### src/rtl/encoder_rr_5bit.sv
// encoder_rr_5bit: sequential round-robin 32-to-5 encoder.
// Scans the request vector from the round-robin pointer upward, wrapping at the
// top. It registers the selected index behind a valid/ready output stage.
// Optional feature macro: ENC_ONEHOT_OUT_EN adds a registered one-hot GRANT output.
module encoder_rr_5bit #(
    parameter  int IDX_W = 5,
    localparam int N     = 1 << IDX_W
) (
    input  logic             CLK,
    input  logic             RST_N,
    input  logic [N-1:0]     REQ,
    input  logic             OUT_READY,
    output logic             OUT_VALID,
    output logic [IDX_W-1:0] INDEX,
`ifdef ENC_ONEHOT_OUT_EN
    output logic [N-1:0]     GRANT,
`endif
    output logic [IDX_W-1:0] PTR
);

    logic             valid_q;
    logic [IDX_W-1:0] index_q;
    logic [IDX_W-1:0] ptr_q;

    logic             accept;
    logic             load;
    logic             any_req;
    logic [IDX_W-1:0] nptr;
    logic [IDX_W-1:0] pick;
    logic             found;
    logic [IDX_W-1:0] scan_idx;

    assign accept  = valid_q & OUT_READY;
    assign load    = ~valid_q | OUT_READY;
    assign any_req = |REQ;
    assign nptr    = accept ? (index_q + IDX_W'(1)) : ptr_q;

    // Circular scan from nptr: first asserted request wins (index math wraps mod N).
    always_comb begin
        pick     = '0;
        found    = 1'b0;
        scan_idx = '0;
        for (int unsigned i = 0; i < N; i++) begin
            scan_idx = IDX_W'(nptr + IDX_W'(i));
            if (!found && REQ[scan_idx]) begin
                pick  = scan_idx;
                found = 1'b1;
            end
        end
    end

    // Output register and pointer; the output holds while stalled.
    always_ff @(posedge CLK) begin
        if (!RST_N) begin
            valid_q <= 1'b0;
            index_q <= '0;
            ptr_q   <= '0;
        end else begin
            if (accept) begin
                ptr_q <= nptr;
            end
            if (load) begin
                valid_q <= any_req;
                if (any_req) begin
                    index_q <= pick;
                end
            end
        end
    end

`ifdef ENC_ONEHOT_OUT_EN
    logic [N-1:0] grant_q;

    // One-hot view of the selection, zero whenever no valid output is held.
    always_ff @(posedge CLK) begin
        if (!RST_N) begin
            grant_q <= '0;
        end else if (load) begin
            grant_q <= any_req ? (N'(1) << pick) : '0;
        end
    end

    assign GRANT = grant_q;
`endif

    assign OUT_VALID = valid_q;
    assign INDEX     = index_q;
    assign PTR       = ptr_q;

endmodule

### config.mk
export PLATFORM = sky130hd
export DESIGN_NAME = encoder_rr_5bit
export DESIGN_NICKNAME = d
export VERILOG_FILES = /design/src/rtl/encoder_rr_5bit.sv
export SDC_FILE = /design/constraint.sdc
export NUM_CORES = 1
export LEC_CHECK = 0
export CORE_ASPECT_RATIO = 0.8
export CORE_MARGIN = 8
export CORE_UTILIZATION = 45
export CTS_BUF_LIST = sky130_fd_sc_hd__clkbuf_16
export CTS_CLUSTER_DIAMETER = 150
export CTS_CLUSTER_SIZE = 20
export DETAILED_ROUTE_END_ITERATION = 8
export PLACE_DENSITY = 0.65
export SYNTH_ARGS = -nofsm -noshare
export SYNTH_HDL_FRONTEND = slang
export SYNTH_SLANG_ARGS = --single-unit
### constraint.sdc
create_clock -name CLK -period 9 [get_ports CLK]
set_clock_uncertainty 0.2 [all_clocks]
set_input_delay 1.8 -clock CLK [delete_from_list [all_inputs] [get_ports CLK]]
set_output_delay 1.8 -clock CLK [all_outputs]
set_load 0.005 [all_outputs]
Word level (Yosys, flattened, before mapping)
Index checks and enable logic that the tools add are counted.
{"block": "classes", "bitwise_logic": 3, "n_mul": 0, "n_reduce_logical": 64, "n_shift": 0, "div": 0, "order_cmp": 32, "n_addsub": 32, "n_eq_ne": 0, "mux": 128}
{"op": "< comparator 5 x 6 -> 1 bit, second input constant", "n": 32}
{"op": "two-way mux 5 bit", "n": 33}
{"op": "binary-select mux 1 bit (select 5 bit)", "n": 32}
{"op": "adder 5 bit, second input constant", "n": 16}
{"op": "two-way mux 1 bit", "n": 63}
{"op": "adder 5 x 4 -> 5 bit, second input constant", "n": 8}
{"op": "OR reduction 32 bit", "n": 1}
{"op": "logical AND 1 bit", "n": 31}
{"op": "logical NOT 1 bit", "n": 31}
{"op": "adder 5 x 3 -> 5 bit, second input constant", "n": 4}
{"op": "adder 5 x 1 -> 5 bit, second input constant", "n": 2}
{"op": "adder 5 x 2 -> 5 bit, second input constant", "n": 2}
{"op": "AND reduction 2 bit", "n": 1}
{"op": "bitwise AND 1 bit", "n": 1}
{"op": "NOT 1 bit", "n": 1}
{"op": "OR 1 bit", "n": 1}
{"block": "totals", "rom_bits": 0, "ram_bits": 0, "reg_bits": 11, "out_inout_bits": 11, "latchBits": 0, "elab_cells": 262, "memories": 0}

Logic depth before layout (Yosys ltp)
{"block": "depth", "word_depth": 98, "depth_mapped": 24, "mapped_depth_nobuf": 18}

Worst setup path after synthesis
OpenSTA, ideal clock, no wires.
{"block": "synth_path", "path_type": "in2reg", "start": "in OUT_READY", "end": "reg index_q[1], in the netlist INDEX[1]", "setup_ns": 0.117, "required_ns": 8.683, "arrival_time_ns": 6.708, "slack_ns": 1.974, "path_buffers": 4, "stages": 18, "path_cell_list": "buf_2 -> and3_1 -> nor2_4 -> buf_1 -> clkbuf_1 -> ha_1 -> inv_1 -> clkbuf_1 -> mux4_2 -> mux2i_1 -> mux2i_1 -> nand3_1 -> nor2_1 -> a32o_1 -> o31ai_1 -> o2111ai_1 -> or4_1 -> a32o_1"}
{"block": "synth_between", "elab_chain_cells": 98, "word_cells_on_any_way": 224, "cone_classes": "add/sub (31); mux (128); bitwise (2); reduce/logical (63)"}
{"element": "from (decl)", "line": "12", "text": "input logic OUT_READY,"}
{"element": "parallel branches: the longest is 98 deep, another holds adder 5 x 1 -> 5 bit"}
{"element": "to (signal assigned)", "line": "65", "text": "index_q <= pick;"}
{"element": "to (decl)", "line": "22", "text": "logic [IDX_W-1:0] index_q;"}
Parallel ways; which one is timed is not known. The select of a mux whose other input is x is not followed.
A chain may end at the register's enable or synchronous reset.

Worst setup path in the final report
{"block": "layout_path", "start": "in OUT_READY", "end": "reg index_q[4], in the netlist INDEX[4]"}
The elaborated chain is that of the path after synthesis.

==> impl_metrics.yaml <==
timing:
  slew_viol_final: 0
  fmax_mhz: 115
  finalCritPeriodShare: 0.969
  slew_headroom: 0.207
  tns_ns: 0
  worst_pin_slew_ns: 1.18
  setup_viol: 0
  post-route-min-period_ns: 8.72
  grt_setup_unrepaired: "no"
  postLayoutSetupSlackWorst_ns: 0.281
  hold_viol: 0
  fin_hold_ws_ns: 0.530
power:
  clkPwrFrac: 0.039
  power_frac_seq: 0.037
  pwr-share-comb: 0.924
  p_leak_nw: 2.61
  switchingPower_mw: 1.32
  intPower_mw: 0.824
  p_per_area_mw_per_mm2: 315
  ir_drop_mv: 0.152
  swShare: 0.615
yosys:
  synth_seq_area_share: 0.0368
  netlist_instances: 810
  synth_top_area_share: 0.122
  yosysWarnings: 0
  synth_edf_count: 0
  syn-num-nets: 853
  synth.avg_cell_area_um2: 7.38
  synth_area_leader_cell: "mux2i_1"
  synth_commonest_cells: "nand2_1, mux2i_1, a21oi_1, nor2_1, nand3_1"
  yosys-top-cells-area: "mux2i_1, mux4_2, nand2_1"
  synthDistinctLibCells: 84
  postSynth.asyncResetShare: 0
  yosysMostFrequentCell: "nand2_1"
  ys_ff_latch: 11
  synth_ff_type: "dfxtp_1"
  syn-cell-area_mm2: 0.00598
grt:
  antenna_found_initial: 0
  grt_pass1_vias: 7164
  grt_remaining_overflow: 0
  grt_pass1_wl_mm: 43.6
  gr-usage-all-layers: 0.328
  grt_max_degree: 33
cts:
  cts_root_buffer: "clkbuf_16"
  holdBufCountCts: 0
  clk_pin_slew_ns: 0.04
  ctsResizeCount: 0
  clockBufferDepth: 2
  cts-buffers-inserted: 3
  clk_latency_ns: 0.25
  clkSinkCount: 11
  cts_setup_buffers: 0
  htreeDepth: 1
  cts_tree: "yes"
detailed_routing:
  first_iter_violations: 1099
  wirelength_mm: 28.9
  wl_per_cell_um: 28.0
  num_vias: 7676
  antenna_left: 0
  vias_per_cell: 7.44
  route.detailed.drc: 0
  firstDrtPassIters: 8
worst_hold_path:
  hp-class: "reg -> reg"
die:
  core_mm2: 0.0129
  die_width_um: 145
  fp.dieArea_mm2: 0.0172
  die_height_um: 119
  io_pins: 46
  start_util: 0.463
  row_count: 37
critical_path:
  critPathLaunchType: "input pin"
  worstSetupStartpoint: "OUT_READY"
  reg2regPathDepth: 17
  crit_end: "INDEX[4]"
  rrSetupSlack_ns: 1.99
  worstPathArrival_ns: 8.62
  critical_path_required_ns: 8.91
  critPathMaxFanout: 20
  critPathKind: "in -> reg"
  reg2reg_to: "INDEX[4]"
  cp-end-kind: "flip-flop"
  reg2reg_from: "OUT_VALID"
final_layout:
  fillers: 1231
  nNetsFinal: 900
  final_util: 0.526
  multi_input_area_mm2: 0.00548
  instances_no_fill: 1032
  layout-drive-gt1-share: 0.139
  ff_latch_area_um2: 220
  areaGrowthSynthToFinish_pct: 13.8
place:
  io_buffers: 45
  hpwl_mm: 23.5
  dp_slack_ns: 0.424
  place.gp.congestion: 1.08
  place_inst: 1027
status:
  run_status: "finished, final reports clean"
job:
  drv_cap: 0
stage by stage:
step | power (mW) | instance area, µm²
final | 2.14 | 6800
after global routing | 2.23 | 6800
after CTS | 2.04 | 6800
after detailed placement | 1.95 | 6720
after global placement | 1.96 | 6720
after floorplan | 1.31 | 5980
logic make-up after synthesis:
group / count (synthesis) / synth area share
xor gates and xnor gates: 34 / 0.0561
buffers and inverters: 60 / 0.0471
DFF: 11 / 0.0368
and+or+nand+nor: 318 / 0.277
muxes: 126 / 0.283
AOI/OAI and AO/OA: 253 / 0.283
adders and majority gates: 8 / 0.0167
placed cells by master (no fill, tap or decap), types with 10 or more instances in the layout:
master,count
a211oi_1,16
a21oi_1,59
and2_1,19
and3_1,10
buf_4,37
clkdlybuf4s50_1,45
dfxtp_1,11
inv_1,17
mux2_2,17
mux2i_1,73
mux4_2,32
nand2_1,87
nand3_1,45
nand4_1,12
nor2_1,49
nor3_1,26
nor4_1,15
o211ai_1,21
o21ai_0,40
o21ai_1,11
o22ai_1,15
xnor2_1,24
per-layer routing:
metal  part of all wire  up-vias  GRT usage
li1                   -     3290          -
met3               0.15       89      0.107
met1               0.40     3634      0.442
met2               0.41      663      0.478
met4              0.036        0      0.110
met5                  0        -          0
power by group through the flow:
stage / registers [mW] / clock network (mW) / logic, mW
2_1_floorplan: 0.0703 / 0 / 1.24
3_3_place_gp: 0.0784 / 0 / 1.88
3_5_place_dp: 0.0791 / 0 / 1.87
4_1_cts: 0.0782 / 0.0837 / 1.88
5_1_grt: 0.0796 / 0.0878 / 2.06
6_report: 0.0783 / 0.0846 / 1.98
state kept, by name, summed over array words and instances, names as in the netlist:
signal	cells
INDEX	5
OUT_VALID	1
PTR	5
how the worst min path moves through the flow:
| stage | cells after the start | end | slack, ns | start |
|---|---|---|---|---|
| after CTS | 2 | INDEX[0] | 0.52 | INDEX[0] |
| final | 3 | INDEX[1] | 0.53 | INDEX[1] |
| after global routing | 2 | INDEX[0] | 0.56 | INDEX[0] |
| after global placement | 2 | OUT_VALID | 0.50 | OUT_VALID |
| after detailed placement | 2 | INDEX[0] | 0.51 | INDEX[0] |
| after floorplan | 2 | INDEX[4] | 0.39 | INDEX[4] |
layout make-up:
class | count | area share
flip-flops and latches | 11 | 0.0324
clock inverters | 1 | 0.000552
well taps | 175 | 0.0322
inverters | 20 | 0.0112
multi-input cells | 739 | 0.805
repair buffers | 82 | 0.107
diodes | 1 | 0.000368
clock buffers | 3 | 0.0110
worst max-delay path, stage by stage:
cell	delay, ns
clkdlybuf4s50_1	0.74
a21o_2	0.41
nand2_2	0.30
inv_2	0.48
ha_1	0.65
inv_1	0.28
xnor2_2	0.62
mux4_2	0.40
mux2i_1	0.15
mux2i_2	0.47
nand3_2	0.28
nor3_1	0.21
buf_4	0.24
nand3_1	0.41
o22a_1	0.38
a2111o_1	0.36
a31oi_1	0.26
o22ai_1	0.14
(Power assumes the default switching activity.)
